===== config.mk =====
export PLATFORM = sky130hd
export DESIGN_NAME = match_controller
export DESIGN_NICKNAME = d
export VERILOG_FILES = /design/src/rtl/match_controller.sv
export SDC_FILE = /design/constraint.sdc
export NUM_CORES = 1
export LEC_CHECK = 0
export ABC_CLOCK_PERIOD_IN_PS = 4700
export BUFFER_PORTS_ARGS = -buffer_cell sky130_fd_sc_hd__buf_2
export CORE_MARGIN = 2
export CORE_UTILIZATION = 54
export CTS_CLUSTER_DIAMETER = 30
export CTS_CLUSTER_SIZE = 24
export DETAILED_ROUTE_END_ITERATION = 7
export GPL_ROUTABILITY_DRIVEN = 0
export PLACE_DENSITY = 0.89
export RECOVER_POWER = 25
export SKIP_CTS_REPAIR_TIMING = 1
export SYNTH_ARGS = -nofsm -noshare
export SYNTH_HDL_FRONTEND = slang
export SYNTH_SLANG_ARGS = --single-unit

===== constraint.sdc =====
create_clock -name clk -period 4.7 [get_ports clk]
set_input_delay 0 -clock clk [delete_from_list [all_inputs] [get_ports clk]]
set_output_delay 0 -clock clk [all_outputs]
set_load 0.05 [all_outputs]

===== src/rtl/match_controller.sv =====
// T20 match sequencer: accepts one delivery per ball_req, scores both
// innings, and raises inning_over / game_over / winner / tie.
//
// Ports:
//   clk, rst_n    : clock, async active-low reset
//   start         : pulse; IDLE->INN1 or BREAK->INN2
//   ball_req      : pulse; one delivery, outcome in lfsr_out
//   lfsr_out[3:0] : outcome code
//   view_sel      : 0 = team 1, 1 = team 2 on the display outputs
//   ball_ack      : pulse, delivery accepted
//   inning_over, game_over, winner, tie : match status
//   ball_count, runs, wickets, overs, ball_in_over : selected team
module match_controller #(
    parameter int MAX_BALLS = 120,
    parameter int MAX_WKTS  = 10,
    parameter int RUN_W     = 10
) (
    input  logic             clk,
    input  logic             rst_n,
    input  logic             start,
    input  logic             ball_req,
    input  logic [3:0]       lfsr_out,
    input  logic             view_sel,
    output logic             ball_ack,
    output logic             inning_over,
    output logic             game_over,
    output logic             winner,
    output logic             tie,
    output logic [7:0]       ball_count,
    output logic [RUN_W-1:0] runs,
    output logic [3:0]       wickets,
    output logic [4:0]       overs,
    output logic [2:0]       ball_in_over
);

    localparam logic [7:0] MB = 8'(MAX_BALLS);
    localparam logic [3:0] MW = 4'(MAX_WKTS);

    typedef enum logic [2:0] {IDLE, INN1, BREAK, INN2, DONE} state_t;

    state_t state, state_nx;

    logic [RUN_W-1:0] t1_runs, t2_runs;
    logic [7:0]       t1_balls, t2_balls;
    logic [3:0]       t1_wkts, t2_wkts;

    logic [2:0]       add;
    logic             legal, wkt;
    logic             team2, accept, exhaust;
    logic             win_set, tie_set;
    logic [RUN_W-1:0] cur_runs, nr;
    logic [RUN_W:0]   sum;
    logic [7:0]       cur_balls, nb;
    logic [3:0]       cur_wkts, nw;

    // Outcome decode, active-team update and next state
    always_comb begin
        add       = 3'd0;
        legal     = 1'b0;
        wkt       = 1'b0;
        state_nx  = state;
        win_set   = 1'b0;
        tie_set   = 1'b0;

        unique case (1'b1)
            lfsr_out <= 4'd4: begin
                add   = lfsr_out[2:0];
                legal = 1'b1;
            end
            lfsr_out == 4'd5 || lfsr_out == 4'd7: add = 3'd1;
            lfsr_out == 4'd6: begin
                add   = 3'd6;
                legal = 1'b1;
            end
            lfsr_out[3] && !lfsr_out[2]: begin
                wkt   = 1'b1;
                legal = 1'b1;
            end
            default: legal = 1'b1;
        endcase

        team2     = (state == INN2);
        accept    = ball_req && (state == INN1 || state == INN2);
        cur_runs  = team2 ? t2_runs  : t1_runs;
        cur_balls = team2 ? t2_balls : t1_balls;
        cur_wkts  = team2 ? t2_wkts  : t1_wkts;

        // Widen by one bit so overflow can be detected and clamped
        sum = {1'b0, cur_runs} + (RUN_W+1)'(add);
        nr  = sum[RUN_W] ? '1 : sum[RUN_W-1:0];
        nb  = cur_balls + {7'd0, legal};
        nw  = cur_wkts + {3'd0, wkt};
        exhaust = (nb == MB) || (nw == MW);

        unique case (state)
            IDLE:  if (start) state_nx = INN1;
            INN1:  if (accept && exhaust) state_nx = BREAK;
            BREAK: if (start) state_nx = INN2;
            INN2: begin
                if (accept) begin
                    // Passing the target wins even on the final ball
                    if (nr > t1_runs) begin
                        state_nx = DONE;
                        win_set  = 1'b1;
                    end else if (exhaust) begin
                        state_nx = DONE;
                        tie_set  = (nr == t1_runs);
                    end
                end
            end
            DONE:    state_nx = DONE;
            default: state_nx = IDLE;
        endcase
    end

    always_ff @(posedge clk or negedge rst_n) begin
        if (!rst_n) state <= IDLE;
        else        state <= state_nx;
    end

    always_ff @(posedge clk or negedge rst_n) begin
        if (!rst_n) begin
            t1_runs     <= '0;
            t2_runs     <= '0;
            t1_balls    <= '0;
            t2_balls    <= '0;
            t1_wkts     <= '0;
            t2_wkts     <= '0;
            ball_ack    <= 1'b0;
            inning_over <= 1'b0;
            game_over   <= 1'b0;
            winner      <= 1'b0;
            tie         <= 1'b0;
        end else begin
            ball_ack <= accept;
            if (accept) begin
                if (team2) begin
                    t2_runs  <= nr;
                    t2_balls <= nb;
                    t2_wkts  <= nw;
                end else begin
                    t1_runs  <= nr;
                    t1_balls <= nb;
                    t1_wkts  <= nw;
                end
            end
            if (state == INN1 && state_nx == BREAK) inning_over <= 1'b1;
            if (state_nx == DONE) game_over <= 1'b1;
            if (win_set) winner <= 1'b1;
            if (tie_set) tie    <= 1'b1;
        end
    end

    assign ball_count   = view_sel ? t2_balls : t1_balls;
    assign runs         = view_sel ? t2_runs  : t1_runs;
    assign wickets      = view_sel ? t2_wkts  : t1_wkts;
    assign overs        = 5'(ball_count / 8'd6);
    assign ball_in_over = 3'(ball_count % 8'd6);

endmodule


==> metrics.md <==
| Metric | Value |
|---|---|
| Status | `finished with violations` |
| Failing checks | `capacitance limit, slew limit` |
| Routed via count | `3821` |
| Clock Tree Buf Depth | `2` |
| DR pass1 iterations | `5` |
| Yosys warns | `0` |
| Nets@finish | `573` |
| NetSw | `1.39 mW` |
| Vias in the first global route | `3550` |
| CTS buffer count | `5` |
| Yosys reg bits | `52` |
| Diodes inserted | `0` |
| GRT Total Usage | `24.1%` |
| Area grow syn2layout | `7.90%` |
| HPWL after DPL | `6.88 mm` |
| Hold Violations, Final | `0` |
| Final worst-path cycle share | `91.0%` |
| Clock sinks | `52` |
| Cell Area, Placed | `4270 sq um` |
| FF-to-FF path depth | `19` |
| DR iter-0 viols | `352` |
| Syn Nets | `551` |
| Pre-CTS setup slack | `0.517 ns` |
| DRC | `0` |
| Startpoint Class | `register` |
| Ports | `44` |
| Sequential power share | `28.0%` |
| DRT Wirelength | `9.89 mm` |
| Setup ws final | `0.422 ns` |
| Post-route design area | `4380 sq um` |
| Worst hold path cell count | `4` |
| First-pass GRT wire length | `16.5 mm` |
| Post-synthesis sequential area ratio | `32.1%` |
| Predominant post-synthesis flop cell | `dfrtp_1` |
| Ys async rst share | `100%` |
| Maxcap violations | `1` |
| Die extent in x | `90.7 um` |
| Hold slack | `0.0202 ns` |
| Pin count of the biggest net entering global routing | `53` |
| Layout Cells excl Fill | `646` |
| Worst-skew pair later-pin latency | `0.32 ns` |
| Post-layout util | `60.3%` |
| Synthesized area per cell | `7.74 sq um` |
| WS Path Type | `register to register` |
| CTS tree | `built` |
| Placed Cells incl. Taps | `638` |
| Sw Share | `53.2%` |
| CP required | `4.91 ns` |
| Combinational power share | `60.1%` |
| Leakage power | `2.05 nW` |
| Effective utilization at floorplan | `55.9%` |
| Root buffer cell | `clkbuf_8` |
| Max Fclk | `234 MHz` |
| Slew @ Worst Pin | `2.80 ns` |
| Worst ir drop on vdd | `340 uV` |
| CP max FO | `11` |
| Full die area | `8220 sq um` |
| Cell Int Power | `1.22 mW` |
| CP Capture Type | `register` |
| Slew HR | `-86.8%` |
| Share of cells above drive strength 1 | `14.1%` |
| FP Rows | `31` |
| WP data arrival | `4.49 ns` |
| Antenna Nets Post-Route | `0` |
| Drt wl/cell | `15.3 um` |
| Synthesized instance count | `524` |
| Core box area | `7250 sq um` |
| Die Height | `90.7 um` |
| Via/cell ratio | `5.91` |
| Synth unique cells | `59` |
| TNS Setup | `0 ns` |
| H-tree levels | `2` |
| RSZ-0062 raised after global routing | `false` |
| # setup viols final | `0` |
| Max Slew Vio Count | `53` |
| Final global-route overflow total | `0` |
| Final Power | `2.62 mW` |
| Setup Skew | `0.00861 ns` |
| Final Critical Period | `4.28 ns` |
| Power Dens Cells | `598 nW/um^2` |
| Worst min-delay path category | `primary input to register` |
| Fill count | `623` |
| Part of the power in the clock network | `11.9%` |
| Mapped Area | `4060 sq um` |
| Buffers added on ports | `43` |
| Number of flops mapped to enable cells by yosys | `0` |
| Initial antenna violation count | `0` |
| Worst-path clk slew | `0.09 ns` |
[layer usage]
metal	GRT usage (%)	part of all wire (%)
met1	33.5	44
met2	38.1	47
met3	3.92	7.0
met4	8.85	1.9
met5	0	0
[Yosys cell counts (5+ instances only)]
master	number	area share [%]
xnor2_1	16	3.5
nand3b_1	5	0.93
a21oi_1	32	3.9
nand3_1	16	2.0
o21ai_1	11	1.4
xor2_1	9	1.9
mux2_2	9	2.5
mux2i_4	5	2.8
dfrtp_1	52	32
clkbuf_1	17	1.6
mux2i_1	7	1.7
nor2_1	35	3.2
nor3_1	14	1.7
a21o_1	6	1.1
a31oi_1	5	0.77
o21ai_0	39	4.8
nand4_1	5	0.77
nand2_1	120	11
inv_1	24	2.2
ha_1	17	5.2
buf_2	12	1.5
[registers in the layout, summed over array words and instances, names as in the netlist]
name and count:
inning_over 1, winner 1, t2_runs 10, game_over 1
ball_ack 1, t1_balls 8, state 3, t1_runs 10
t2_wkts 4, tie 1, t2_balls 8, t1_wkts 4
[kinds of logic (layout without fill, tap and decap cells)]
logic type               Yosys count  in the layout  share of synthesized area (%)
multiplexers                      22             22                           7.34
buffers and inverters             63             86                           6.94
flip-flops                        52             52                           32.1
AO/OA/AOI/OAI                    128            128                           19.1
adder cells (fa/ha/maj)           18             18                           5.74
AND/OR/NAND/NOR                  216            216                           23.4
XOR/XNOR                          25             25                           5.40
[final timing paths]
check | end | from | slack, ns
max | state[0]$_DFF_PN0_ | state[1]$_DFF_PN0_ | 0.42
min | state[0]$_DFF_PN0_ | start | 0.02
max reg2reg | state[0]$_DFF_PN0_ | state[1]$_DFF_PN0_ | 0.42
min reg2reg | inning_over$_DFFE_PN0P_ | inning_over$_DFFE_PN0P_ | 0.46
max in group asynchronous | t2_balls[1]$_DFFE_PN0P_ | rst_n | 2.55
min in group asynchronous | t1_runs[5]$_DFFE_PN0P_ | rst_n | 0.58
[layout make-up]
class,instances,area [sq um],share of cell area [%]
well taps,99,124,2.83
clock buffers,6,72.6,1.66
inverters,29,111,2.55
repair buffers,49,259,5.92
clock inverters,2,35.0,0.801
flip-flops and latches,52,1300,29.7
multi-input cells,409,2470,56.5
[power by group through the flow]
stage | Combinational [mW] | Clock, mW | Sequential [mW]
floorplan | 1.29 | 0 | 0.668
global placement | 1.49 | 0 | 0.725
detailed placement | 1.55 | 0 | 0.733
CTS | 1.56 | 0.313 | 0.725
global route | 1.70 | 0.329 | 0.751
finish | 1.57 | 0.312 | 0.731
[critical path, cell delays in order, from the launching register on]
cell	delay, ns
dfrtp_1	0.51
and3b_1	0.30
nand2_1	0.07
nand2_1	0.06
ha_1	0.18
inv_1	0.06
fa_1	0.42
inv_1	0.08
a21o_1	0.27
nand2_1	0.11
xnor2_1	0.14
a221oi_1	0.40
inv_1	0.09
ha_1	0.30
nand3_1	0.11
o21ai_0	0.22
a31oi_1	0.11
nor3_1	0.42
a21oi_1	0.13
o21a_1	0.19
[placed cells by master (no fill, tap or decap), types with 3 or more instances in the layout]
master / count
a31oi_1: 5
dfrtp_1: 52
buf_4: 6
mux2i_1: 7
and3_1: 4
clkbuf_8: 5
inv_1: 24
nand4_1: 5
inv_2: 4
ha_1: 17
mux2i_4: 5
a211oi_1: 4
buf_2: 42
a21oi_1: 32
nand3b_1: 5
a2111oi_0: 3
o21ai_1: 11
nand2_1: 120
nor3_1: 14
mux2_2: 9
a21o_1: 6
o21ai_0: 39
nor4_1: 3
nand3_1: 16
nor2_1: 35
a22oi_1: 4
o22a_1: 3
xor2_1: 9
o31ai_1: 4
xnor2_1: 16
(Power assumes the default switching activity.)
